### config.mk
export PLATFORM = sky130hd
export DESIGN_NAME = alu_req_arbiter
export DESIGN_NICKNAME = d
export VERILOG_FILES = /design/src/rtl/alu_req_arbiter.sv
export SDC_FILE = /design/constraint.sdc
export NUM_CORES = 1
export LEC_CHECK = 0
export ABC_AREA = 1
export ABC_CLOCK_PERIOD_IN_PS = 1900
export CORE_MARGIN = 5
export CORE_UTILIZATION = 42
export CTS_CLUSTER_SIZE = 20
export DETAILED_ROUTE_END_ITERATION = 10
export PLACE_DENSITY = 0.77
export SLEW_MARGIN = 20
export SYNTH_ARGS = -nofsm -noshare
export SYNTH_HDL_FRONTEND = slang
export SYNTH_SLANG_ARGS = --single-unit
### constraint.sdc
create_clock -name CLK -period 1.9 [get_ports CLK]
set_clock_uncertainty 0.2 [all_clocks]
set_input_delay 0.38 -clock CLK [delete_from_list [all_inputs] [get_ports CLK]]
set_output_delay 0.38 -clock CLK [all_outputs]
set_load 0.03 [all_outputs]
### src/rtl/alu_req_arbiter.sv
// Two-requester round-robin front end for a shared 32-bit ALU: latches one op,
// holds the ALU inputs for the op's settling time, and returns the result as a pulse.
module alu_req_arbiter #(
  parameter int ALU_LAT = 1,
  parameter int MOD_LAT = 34
) (
  input  logic        CLK,
  input  logic        reset,
  input  logic        req0_valid,
  output logic        req0_ready,
  input  logic [2:0]  req0_op,
  input  logic [31:0] req0_a,
  input  logic [31:0] req0_b,
  output logic        rsp0_valid,
  output logic [31:0] rsp0_result,
  output logic        rsp0_lt,
  input  logic        req1_valid,
  output logic        req1_ready,
  input  logic [2:0]  req1_op,
  input  logic [31:0] req1_a,
  input  logic [31:0] req1_b,
  output logic        rsp1_valid,
  output logic [31:0] rsp1_result,
  output logic        rsp1_lt,
  output logic [31:0] alu_a,
  output logic [31:0] alu_b,
  output logic [2:0]  alu_op,
  output logic        alu_clear,
  input  logic [31:0] alu_o,
  input  logic        alu_lt,
  output logic        busy
);

  typedef enum logic [1:0] {IDLE = 2'd0, ISSUE = 2'd1, WAIT = 2'd2, DONE = 2'd3} state_t;

  localparam logic [2:0] OP_MOD  = 3'b111;
  localparam logic [7:0] ALU_CNT = 8'(ALU_LAT);
  localparam logic [7:0] MOD_CNT = 8'(MOD_LAT);

  state_t      state, state_next;
  logic        last_grant;
  logic        gnt_id;
  logic        grant0, grant1, handshake;
  logic [7:0]  cnt;

  // Ties go to the requester that was not granted last; ready is held low during reset.
  always_comb begin
    grant0 = 1'b0;
    grant1 = 1'b0;
    if (state == IDLE && reset) begin
      if (req0_valid && (!req1_valid || last_grant)) grant0 = 1'b1;
      else if (req1_valid)                           grant1 = 1'b1;
    end
  end

  assign handshake  = grant0 | grant1;
  assign req0_ready = grant0;
  assign req1_ready = grant1;

  always_ff @(posedge CLK or negedge reset) begin
    if (!reset) state <= IDLE;
    else        state <= state_next;
  end

  always_comb begin
    state_next = state;
    case (state)
      IDLE:    if (handshake) state_next = ISSUE;
      ISSUE:   state_next = WAIT;
      WAIT:    if (cnt == 8'd1) state_next = DONE;
      DONE:    state_next = IDLE;
      default: state_next = IDLE;
    endcase
  end

  always_comb begin
    alu_clear  = (state == ISSUE);
    busy       = (state != IDLE);
    rsp0_valid = (state == DONE) && !gnt_id;
    rsp1_valid = (state == DONE) &&  gnt_id;
  end

  always_ff @(posedge CLK or negedge reset) begin
    if (!reset) begin
      last_grant <= 1'b1;
      gnt_id     <= 1'b0;
      cnt        <= 8'd0;
    end else begin
      if (handshake) begin
        gnt_id     <= grant1;
        last_grant <= grant1;
      end
      if (state == ISSUE)     cnt <= (alu_op == OP_MOD) ? MOD_CNT : ALU_CNT;
      else if (state == WAIT) cnt <= cnt - 8'd1;
    end
  end

  // ALU operands persist until the next handshake so the ALU sees stable inputs while idle.
  always_ff @(posedge CLK or negedge reset) begin
    if (!reset) begin
      alu_a       <= 32'd0;
      alu_b       <= 32'd0;
      alu_op      <= 3'd0;
      rsp0_result <= 32'd0;
      rsp0_lt     <= 1'b0;
      rsp1_result <= 32'd0;
      rsp1_lt     <= 1'b0;
    end else begin
      if (handshake) begin
        alu_op <= grant1 ? req1_op : req0_op;
        alu_a  <= grant1 ? req1_a  : req0_a;
        alu_b  <= grant1 ? req1_b  : req0_b;
      end
      if (state == WAIT && cnt == 8'd1) begin
        if (gnt_id) begin
          rsp1_result <= alu_o;
          rsp1_lt     <= alu_lt;
        end else begin
          rsp0_result <= alu_o;
          rsp0_lt     <= alu_lt;
        end
      end
    end
  end

endmodule

==> impl_results.md <==
* Status: finished, violations left
* Violated checks: negative setup slack
* IO Pins at 310
* Cell Area, Placed at 10100 sq um
* Critical path startpoint category: flip-flop
* Final hold slack at 272 ps
* Worst endpoint required time at 1320 ps
* Die Y-Extent at 136 microns
* CTS tree: done
* Cell family with most CP delay: flip-flops
* Final instance area at 11100 sq um
* Synth top area cells: dfrtp_1 54%, nand2_1 27%, buf_6 3.2%
* Area grow syn2layout at 64.8%
* Worst Setup SP: state[0]
* Worst hold path class: reg2reg
* Max IR drop VDD at 0.657 mV
* Slowest stage delay, CP at 380 ps
* Register area share after synthesis at 54.1%
* DP Worst Slack at -218 ps
* Die Footprint at 18600 sq um
* Root Driver: clkbuf_16
* Ys flop type: dfrtp_1
* Most used cell, CP: nand2_4
* Dpl hpwl at 15300 microns
* CTS clock-pin slew for the worst setup and hold paths at 60 ps
* Syn avg cell area at 7.95 sq um
* Peak Freq at 470 MHz
* IO Port Bufs at 309
* Crit. End Element: output port
* Routed Antenna Nets at 0
* Synth top area share at 53.7%
* Vias in the first global route at 6302
* Clock Path Buffers at 2
* Post-synth EDFFs at 0
* Critical path data arrival time at 1550 ps
* Relative slew margins at 44.6%
* Core area at 15800 sq um
* Worst hold start: alu_a[7]
* GRT overflow at 0
* GRT Total Usage at 22.3%
* Tmin final at 2130 ps
* Via-to-Cell Ratio at 4.69
* Worst-Margin Slew at 832 ps
* Final Max Tran Viols at 0
* DR WL/cell at 16.2 microns
* Initial antenna violation count at 1
* Final Hold Fails at 0
* Ant diodes at 0
* Final Worst Setup Slack at -228 ps
* Most frequent cell after synthesis: nand2_1
* Latest clock arrival within the worst-skew pair at 410 ps
* Layout cells sized above 1 at 11.9%
* Synthesis-stage register bit count at 145
* Leakage power at 0.00574 uW
* Synth cell count leaders: 479 x nand2_1, 144 x dfrtp_1, 54 x inv_1
* Mapped Cells at 844
* Max-Cap Viols at 0
* YS warnings at 0
* Worst-path maximum fanout at 2
* Pin count of the biggest net entering global routing at 85
* Via count at 6624
* Fin crit share at 112%
* Reg2reg start: state[0]
* WS Path Type: reg2out
* Nets at 1361
* Filler instances at 1312
* RSZ-0062 raised after global routing: true
* Drt first pass iters at 5
* Rows at 46
* H-tree Lvls at 4
* Chip Width at 136 microns
* Global-route wire length before repair at 32300 microns
* CP cell instances: inv_2 -> ha_4 -> buf_4 -> nand2_4 -> nor2_4 -> nand2_4 -> clkinv_4 -> buf_6
* Initial core utilization at 42.5%
* Final setup vio count at 39
* CTS sink cnt at 145
* Asr flop ratio synth at 100%
* Crit-path slowest cell: dfrtp_1
* Area leader, netlist: dfrtp_1
* Area of the mapped netlist at 6710 sq um
* Post-synthesis cell type count at 27
* DRC at 0
* CTS buffer count at 17
* Placer Congestion at 0.808
* Post-Syn Nets at 1021
* Post-Route WL at 22900 microns
* Pwr/cell area at 1560 nW/um^2
* Worst path bufs/invs at 4
* DRT iter0 DRCs at 258
-- layout by cell type, fill, tap and decap left out, drive strengths merged --
master and instances:
nor3 2, ha 6, dlygate4sd2 132, dfrtp 144, nand2 481, a22oi 1, nand3 14, inv 60
buf 53, o21ai 72, clkinvlp 3, a21oi 3, or2 2, dlygate4sd3 2, nor2 15, clkinv 5
nor4 1, nand4 1, bufinv 3, o21bai 1, a31oi 1, clkbuf 25, clkdlybuf4s50 169, dfstp 1
-- stage by stage --
stage                     instances  TNS, ps  util, %  power (uW)
after detailed placement       1357   -13540     63.9       14000
after global placement         1357    -9650     63.9       13800
after floorplan                 844        0        -       10100
after CTS                      1398     -693     67.8       16900
final                          1413    -1120     70.1       17300
after global routing           1413    -6210     70.1       18300
-- timing repair --
| item | in CTS | in global routing |
|---|---|---|
| hold buffers | 2 | 0 |
| cloned | 0 | 10 |
| setup endpoints to repair | 138 | 96 |
| endpoints found under the hold margin | 84 | 0 |
| gates resized for setup | 158 | 30 |
| pin swaps | 4 | 6 |
| buffers inserted | 7 | 8 |
-- worst min-delay path: cells and delay by family (launching register included) --
family           cells  cell delay (ps)
AND/OR/NAND/NOR      2              100
flip-flops           1              340
-- power breakdown --
group / internal (uW) / switching, uW / leakage [uW]
clock network: 2120 / 1350 / 0.000295
logic: 3170 / 5420 / 0.00383
registers: 4460 / 757 / 0.00162
total: 9740 / 7520 / 0.00574
-- final cells by class --
type | instances | area (sq um) | area share (%)
clock buffer | 18 | 439 | 3.97
clock inverter | 14 | 178 | 1.61
tap | 216 | 270 | 2.44
multi-input combinational | 600 | 2650 | 24.0
timing repair buffer | 363 | 3660 | 33.1
sequential | 145 | 3630 | 32.8
inverter | 57 | 226 | 2.05
-- per-layer routing --
layer	wire length [microns]	global-route usage, %
met5	0	0
met2	11400	37.8
met3	2480	9.84
met1	8540	25.7
met4	420	6.49
-- state kept, by name, summed over array words and instances (netlist names) --
| name | flops |
|---|---|
| cnt | 8 |
| rsp1_lt | 1 |
| gnt_id | 1 |
| alu_b | 32 |
| last_grant | 1 |
| rsp0_lt | 1 |
| alu_op | 3 |
| alu_a | 32 |
| rsp0_result | 32 |
| rsp1_result | 32 |
| state | 2 |
-- kinds of logic after synthesis --
kind of cell,after synthesis,synth area share (%)
buffers and inverters,99,8.15
DFF,145,54.1
and+or+nand+nor,516,29.7
adders and majority gates,6,1.12
AOI/OAI and AO/OA,78,6.92
-- path summary, 6_finish.rpt --
check / end / slack (ps) / cells past startpoint
hold reg to reg: alu_a[7] / 270 / 2
min in group asynchronous: rsp0_result[10] / 420 / 3
max in group asynchronous: alu_a[3] / 400 / 3
setup reg to reg: alu_a[10] / -50 / 13
hold / removal: alu_a[7] / 270 / 2
setup / recovery: req1_ready / -230 / 8
Power figures use the tool's default switching activity.
